### src/rtl/sprite_pkg.sv
// Shared sprite definitions: default geometry, transparent palette index and
// the sprite RAM address type, used by the fetch block and the sprite RAM.
package sprite_pkg;
  localparam int SPR_W_DEF      = 20;
  localparam int SPR_H_DEF      = 20;
  localparam int NUM_FRAMES_DEF = 2;
  localparam int ADDR_W         = 19;

  typedef logic [ADDR_W-1:0] spr_addr_t;
  typedef logic [2:0]        pal_idx_t;

  localparam pal_idx_t TRANSPARENT_DEF = 3'h0;
endpackage

### src/rtl/sprite_anim_ctr.sv
// Animation step counter: counts frame_start pulses while enabled and
// advances frame_sel every ANIM_DIV pulses, wrapping at NUM_FRAMES.
module sprite_anim_ctr #(
  parameter int ANIM_DIV   = 8,
  parameter int NUM_FRAMES = 2,
  parameter int FS_W       = 1
) (
  input  logic            Clk,
  input  logic            Reset_n,
  input  logic            frame_start,
  input  logic            anim_en,
  output logic [FS_W-1:0] frame_sel
);
  localparam int CW = (ANIM_DIV > 1) ? $clog2(ANIM_DIV) : 1;

  logic [CW-1:0] cnt;

  always_ff @(posedge Clk or negedge Reset_n) begin
    if (!Reset_n) begin
      cnt       <= '0;
      frame_sel <= '0;
    end else if (frame_start && anim_en) begin
      if (cnt == CW'(ANIM_DIV-1)) begin
        cnt       <= '0;
        frame_sel <= (frame_sel == FS_W'(NUM_FRAMES-1)) ? '0 : frame_sel + 1'b1;
      end else begin
        cnt <= cnt + 1'b1;
      end
    end
  end
endmodule

### src/rtl/sprite_fetch.sv
// Two-stage sprite pixel fetch: hit test and RAM address on stage 1,
// RAM data capture and opacity decision on stage 2.
module sprite_fetch
  import sprite_pkg::*;
#(
  parameter int       SPR_W       = SPR_W_DEF,
  parameter int       SPR_H       = SPR_H_DEF,
  parameter int       NUM_FRAMES  = NUM_FRAMES_DEF,
  parameter int       ANIM_DIV    = 8,
  parameter pal_idx_t TRANSPARENT = TRANSPARENT_DEF,
  localparam int      FS_W        = (NUM_FRAMES > 1) ? $clog2(NUM_FRAMES) : 1
) (
  input  logic            Clk,
  input  logic            Reset_n,
  input  logic            frame_start,
  input  logic            pix_valid,
  input  logic [9:0]      DrawX,
  input  logic [9:0]      DrawY,
  input  logic [9:0]      SpriteX,
  input  logic [9:0]      SpriteY,
  input  logic            flip,
  input  logic            anim_en,
  input  pal_idx_t        ram_data,
  output spr_addr_t       read_address,
  output pal_idx_t        pixel_index,
  output logic            pixel_on,
  output logic            out_valid,
  output logic [FS_W-1:0] frame_sel
);
  localparam spr_addr_t FRAME_PIX = spr_addr_t'(SPR_W * SPR_H);

  logic [9:0] sx, sy;
  logic       sflip;
  logic       hit;
  logic [9:0] col, col_raw, row;
  spr_addr_t  addr_next;
  logic       s1_valid, s1_hit;

  // Shadow position/flip, so the sprite cannot tear within a frame.
  always_ff @(posedge Clk or negedge Reset_n) begin
    if (!Reset_n) begin
      sx    <= '0;
      sy    <= '0;
      sflip <= 1'b0;
    end else if (frame_start) begin
      sx    <= SpriteX;
      sy    <= SpriteY;
      sflip <= flip;
    end
  end

  sprite_anim_ctr #(
    .ANIM_DIV  (ANIM_DIV),
    .NUM_FRAMES(NUM_FRAMES),
    .FS_W      (FS_W)
  ) u_anim (
    .Clk        (Clk),
    .Reset_n    (Reset_n),
    .frame_start(frame_start),
    .anim_en    (anim_en),
    .frame_sel  (frame_sel)
  );

  // 11-bit compare keeps sprites near the right/bottom edge from wrapping.
  always_comb begin
    hit = ({1'b0, DrawX} >= {1'b0, sx}) &&
          ({1'b0, DrawX} <  ({1'b0, sx} + 11'(SPR_W))) &&
          ({1'b0, DrawY} >= {1'b0, sy}) &&
          ({1'b0, DrawY} <  ({1'b0, sy} + 11'(SPR_H)));
    col_raw   = DrawX - sx;
    col       = sflip ? (10'(SPR_W-1) - col_raw) : col_raw;
    row       = DrawY - sy;
    addr_next = spr_addr_t'(frame_sel) * FRAME_PIX
              + spr_addr_t'(row) * spr_addr_t'(SPR_W)
              + spr_addr_t'(col);
  end

  always_ff @(posedge Clk or negedge Reset_n) begin
    if (!Reset_n) begin
      read_address <= '0;
      s1_valid     <= 1'b0;
      s1_hit       <= 1'b0;
      pixel_index  <= '0;
      pixel_on     <= 1'b0;
      out_valid    <= 1'b0;
    end else begin
      read_address <= (hit && pix_valid) ? addr_next : '0;
      s1_valid     <= pix_valid;
      s1_hit       <= hit;
      // Stage 2 is held directly in the output registers.
      out_valid    <= s1_valid;
      pixel_on     <= s1_valid && s1_hit && (ram_data != TRANSPARENT);
      pixel_index  <= s1_hit ? ram_data : '0;
    end
  end
endmodule

### config.mk
export PLATFORM = sky130hd
export DESIGN_NAME = sprite_fetch
export DESIGN_NICKNAME = d
export VERILOG_FILES = /design/src/rtl/sprite_pkg.sv /design/src/rtl/sprite_anim_ctr.sv /design/src/rtl/sprite_fetch.sv
export SDC_FILE = /design/constraint.sdc
export NUM_CORES = 1
export LEC_CHECK = 0
export BUFFER_PORTS_ARGS = -buffer_cell sky130_fd_sc_hd__buf_2
export CAP_MARGIN = 15
export CORE_MARGIN = 8
export CORE_UTILIZATION = 60
export DETAILED_ROUTE_END_ITERATION = 7
export GPL_ROUTABILITY_DRIVEN = 1
export GPL_TIMING_DRIVEN = 0
export PLACE_DENSITY_LB_ADDON = 0.2
export REMOVE_ABC_BUFFERS = 1
export SLEW_MARGIN = 40
export SYNTH_ARGS = -nofsm -noshare
export SYNTH_HDL_FRONTEND = slang
export SYNTH_SLANG_ARGS = --single-unit
### constraint.sdc
create_clock -name Clk -period 13.8 [get_ports Clk]
set_clock_uncertainty 0.15 [all_clocks]
set_input_delay 2.76 -clock Clk [delete_from_list [all_inputs] [get_ports Clk]]
set_output_delay 2.76 -clock Clk [all_outputs]
set_load 0.03 [all_outputs]
# --- After elaboration in Yosys (flattened, before gate mapping) ---
# Index checks and enable logic that the tools add are counted.
totals:
  word_cells: 41
  in_bits: 49
  regBits: 49
  output_inout_bits: 25
classes:
  n_mul: 2
  mux: 5
  n_addsub: 9
  n_lt_le_gt_ge: 4
  reduce_logical: 9
  n_eq_ne: 1
ops:
  columns: ["cell", "n"]
  rows:
  - ["adder 10 x 5 -> 11 bit (second input constant)", 2]
  - ["less-than comparator 10 x 11 -> 1 bit", 2]
  - ["greater-or-equal comparator 10 bit", 2]
  - ["subtractor 10 bit", 2]
  - ["adder 16 x 10 -> 17 bit", 1]
  - ["two-way mux 17 bit", 1]
  - ["adder 10 x 15 -> 16 bit", 1]
  - ["multiplier 10 x 3 -> 13 bit (second input constant)", 1]
  - ["two-way mux 10 bit", 1]
  - ["subtractor 5 x 10 -> 10 bit (first input constant)", 1]
  - ["logical AND 1 bit", 7]
  - ["multiplier 1 x 5 -> 6 bit (second input constant)", 1]
  - ["two-way mux 3 bit", 2]
  - ["adder 3 x 1 -> 3 bit (second input constant)", 1]
  - ["== test 3 bit (second input constant)", 1]
  - ["nonzero test 3 bit", 1]
  - ["AND reduction 2 bit", 1]
  - ["adder 1 bit (second input constant)", 1]
  - ["two-way mux 1 bit", 1]

# --- Depth between registers and ports, before layout ---
depth:
  ltp_word: 7
  depth_mapped: 22
  mapped_depth_nobuf: 22

# --- Modules after synthesis ---
# A second synthesis with hierarchy kept.
hier_totals:
  cells_unflattened: 468
  hier_area_um2: 4270.3
by_module_without_submodules:
  columns: ["module", "instances", "cells_per_inst", "area_each_um2", "seq_area_each_um2"]
  rows:
  - ["sprite_fetch", 1, 455, 4076.4, 1101.1]
  - ["sprite_anim_ctr", 1, 13, 193.9, 100.1]

# --- Worst setup path after synthesis ---
# OpenSTA, ideal clock, no wires.
synth_timing:
  path_type: "input-to-reg"
  from: "in DrawY[0]"
  to: "reg read_address[13]"
  setup_ns: 0.079
  setup_slack_ns: 6.883
  n_path_buf: 0
  t_required_ns: 13.571
  arrival_time_ns: 6.688
  path_stages: 20
  cell_sequence: "inv_1 ha_1 fa_1 nor2b_1 o21ai_0 a21oi_1 ha_1 ha_1 a21oi_1 inv_1 a21oi_1 xor2_1 fa_1 inv_1 ha_1 or3_1 o21a_1 o2111a_1 or3_1 a21oi_1"
synth_via:
  elab_chain_len: 5
  word_cells_on_any_way: 10
  classes_between: "add/sub: 3; mul: 1; order compare: 2; mux: 1; reduce/logical: 3"
synth_lines:
  columns: ["item", "line", "source"]
  rows:
  - ["start: declaration", "sprite_fetch.sv:18", "input logic [9:0] DrawY,"]
  - ["subtractor 10 bit / greater-or-equal comparator 10 bit (equally long branches)", "sprite_fetch.sv:72, sprite_fetch.sv:68", null]
  - ["multiplier 10 x 3 -> 13 bit / logical AND 1 bit (equally long branches)", "sprite_fetch.sv:74, sprite_fetch.sv:67", null]
  - ["adder 10 x 15 -> 16 bit / logical AND 1 bit (equally long branches)", "sprite_fetch.sv:74, sprite_fetch.sv:68", null]
  - ["adder 16 x 10 -> 17 bit / logical AND 1 bit (equally long branches)", "sprite_fetch.sv:75, sprite_fetch.sv:87", null]
  - ["two-way mux 17 bit (*)", "sprite_fetch.sv:87", "read_address <= (hit && pix_valid) ? addr_next : '0;"]
  - ["end signal: assignment", "sprite_fetch.sv:87", null]
  - ["end: declaration", "sprite_fetch.sv:24", "output spr_addr_t read_address,"]
# Every way passes the cells marked *; elsewhere a longest branch is shown, timed or not.
# A chain may end at the register's enable or synchronous reset.

# --- Worst setup path in the final report ---
# Ends and elaborated chain as after synthesis.

==> results.toml <==
[outcome]
run_status = "completed"

[yosys]
synth-main-ff-cell = "dfrtp_1"
synthCells = 479
synthAdderAreaFrac_pct = 23.60
synth_top_family_by_area = "adder cells"
synthArstFlopShare_pct = 100.0
synth_compound_area_share_pct = 18.37
synth-warning-count = 0
synth_cell_types = 55
syn_area_um2 = 4305
synth_xor_xnor_area_share_pct = 8.341
synth.area.mux_share_pct = 2.034
synth-simple-area-share_pct = 14.27
ys_ff_latch = 48
ys_seq_area_share_pct = 27.90
synth_edf_count = 0
avgSynthCellArea_um2 = 8.988

[setup_path]
critPathMaxFanout = 4
cp-end-kind = "register"
start_kind = "input port"
worstPathArrival_ps = 7230
crit_type = "input port to register"
cp.required_ps = 13870

[pwr]
clkPwrFrac_pct = 13.7
leakage_nw = 2.504
power_density_nw_per_um2 = 186.4
p_total_w = 0.0009106
peakVddDrop_uv = 103.8
combPwrFrac_pct = 67.9
intPower_w = 0.0004996
p_seq_share_pct = 18.4
netSwitchingFraction_pct = 45.13
p_sw_w = 0.0004110

[clock_tree]
clk_root_buffer_cell = "clkbuf_8"
cts_hold_buf = 0
cts_buffer_depth = 2
cts_sinks = 48
cts_tree = "yes"
clk_pin_slew_ps = 100
cts_resized = 0
post_cts_buffers = 0
cts-buffers-inserted = 5
insertion_delay_ps = 310
htree_levels = 2

[floorplan]
die_y_um = 100.7
rows = 31
io_pins = 74
dieWidth_um = 100.7
initial_core_util_pct = 60.66
core_area_um2 = 7098
die_area_um2 = 10140

[min_path]
hp-class = "register to register"

[sta]
fmax_mhz = 139.7
relSlewSlack_pct = 58.05
setup-tns-final_ps = 0
setup_viol = 0
drv_slew = 0
finalCriticalPeriod_ps = 7158
tightestPinTransition_ps = 629.3
post-route-period-util_pct = 51.87
rsz0062_at_grt = "no"
hold_viol_final = 0

[detailed_routing]
route.antenna.remaining_nets = 0
dr.pass1.iters = 4
avgViaCountPerCell = 5.432
wl_um = 9168
drcViolationCount = 0
via_count = 3531
drt_iter0_drc = 193
routedWlPerCell_um = 14.10

[global_route]
overflow = 0
grt_max_degree = 49
grt_pass1_vias = 3650
grt_pass1_wl_um = 15640
grt_antenna_before_repair = 0
grt.total_usage_pct = 18.94

[placement]
finalWeightedCongestion = 0.8920
port_buffers = 70
hpwl_um = 7498
dp_cells = 642

[final_layout]
area_growth_pct = 13.48
drive_above_1_share_pct = 16.70
fin_nets = 676
antennaDiodeCount = 0
final_cells = 650

[job]
drv_cap = 0
state kept, by name (all words and copies together), names as in the netlist:
name and flops:
s1_hit 1, read_address 16, out_valid 1, u_anim.frame_sel 1
pixel_index 3, sx 10, sflip 1, s1_valid 1
sy 10, pixel_on 1, u_anim.cnt 3
worst paths after layout:
check / end / cells past startpoint / slack [ps] / start
worst min register to register: out_valid$_DFF_PN0_ / 0 / 250 / s1_valid$_DFF_PN0_
max in group asynchronous: sx[9]$_DFFE_PN0P_ / 1 / 10800 / Reset_n
min in group asynchronous: read_address[13]$_DFF_PN0_ / 1 / 2290 / Reset_n
worst min-delay path: out_valid$_DFF_PN0_ / 0 / 250 / s1_valid$_DFF_PN0_
worst max-delay path: read_address[13]$_DFF_PN0_ / 21 / 6640 / DrawY[0]
worst max register to register: read_address[13]$_DFF_PN0_ / 19 / 8820 / sy[2]$_DFFE_PN0P_
metal layers:
layer	GRT usage, %	share of wire [%]	wire length, um
met5	0	0	0
met3	3.660	5.5	507
met2	33.21	49	4466
met1	22.43	44	4001
met4	6.512	2.1	192
stage by stage:
stage | cell area (um^2) | util [%] | setup slack (ps) | hold slack (ps)
floorplan | 4272 | - | 6874 | 204.2
global placement | 4746 | 66.86 | 6498 | 225.5
detailed placement | 4748 | 66.90 | 6361 | 226.3
CTS | 4886 | 68.83 | 6660 | 249.9
global route | 4886 | 68.83 | 6277 | 267.9
finish | 4886 | 68.83 | 6642 | 246.0
cells in the final DEF, fill, tap and decap left out, types with 3 or more instances in the layout:
| master | n |
|---|---|
| a211oi_1 | 5 |
| a21o_1 | 8 |
| a21oi_1 | 24 |
| a31oi_1 | 3 |
| and2_1 | 6 |
| buf_2 | 69 |
| clkbuf_8 | 5 |
| conb_1 | 4 |
| dfrtp_1 | 48 |
| fa_1 | 7 |
| ha_1 | 70 |
| inv_1 | 49 |
| mux2_2 | 5 |
| nand2_1 | 32 |
| nand2b_1 | 4 |
| nand3_1 | 10 |
| nor2_1 | 31 |
| nor2b_1 | 8 |
| nor3_1 | 15 |
| o2111ai_1 | 5 |
| o211ai_1 | 5 |
| o21a_1 | 10 |
| o21ai_0 | 38 |
| or3_1 | 5 |
| xnor2_1 | 26 |
| xor2_1 | 15 |
logic make-up after synthesis:
kind of cell / count (synthesis)
AOI/OAI and AO/OA: 119
xor gates and xnor gates: 41
DFF: 48
other: 1
muxes: 8
buffers and inverters: 59
adders and majority gates: 77
and+or+nand+nor: 126
critical path, stage by stage:
cell	delay (ps)
buf_2	80
inv_1	40
ha_1	210
fa_1	410
nor2b_1	170
o21ai_0	100
a21oi_1	220
ha_1	290
ha_1	300
a21oi_1	270
inv_1	80
a21oi_1	180
xor2_1	100
fa_1	490
inv_1	50
ha_1	220
or3_1	390
o21a_1	230
o2111a_1	140
or3_1	350
a21oi_1	130
power by group through the flow:
stage | clock network, W | registers (W) | logic (W)
3_5_place_dp | 0 | 0.000171 | 0.000610
6_report | 0.000125 | 0.000168 | 0.000618
3_3_place_gp | 0 | 0.000170 | 0.000589
2_1_floorplan | 0 | 0.000179 | 0.000484
4_1_cts | 0.000127 | 0.000168 | 0.000617
5_1_grt | 0.000134 | 0.000170 | 0.000706
cell usage after synthesis, types with 2 or more instances:
library cell	instances	area share, %
o31a_1	2	0.41
ha_1	70	20
and4_1	2	0.41
xor2_1	15	3.1
a211o_1	2	0.41
or2_2	2	0.29
mux2i_1	2	0.46
buf_4	3	0.52
nor3_1	15	1.7
o21ai_0	38	4.4
nor3b_1	2	0.35
clkbuf_1	6	0.52
or3_1	5	0.73
and2_1	6	0.87
fa_1	7	3.3
a21o_1	8	1.4
nand3_1	10	1.2
dfrtp_1	48	28
o21a_1	10	1.7
a21oi_1	24	2.8
and3_1	2	0.29
nand2_1	32	2.8
mux2_2	5	1.3
inv_1	49	4.3
or2_1	2	0.29
o22ai_1	2	0.29
a211oi_1	5	0.87
o211ai_1	5	0.87
o2111ai_1	5	1.0
nor2b_1	8	1.2
nor2_1	31	2.7
xnor2_1	26	5.3
o311a_1	2	0.46
nand4_1	2	0.29
nand2b_1	4	0.58
a31oi_1	3	0.44
layout make-up:
cell class,count,area [um^2]
Clock inverter,3,68.82
Sequential cell,48,1201
Tap cell,99,123.9
Inverter,50,187.7
Fill cell,573,2212
Multi-Input combinational cell,375,2883
Timing Repair Buffer,70,352.8
Clock buffer,5,68.82
Note: power is estimated with default switching activity, not from simulation.
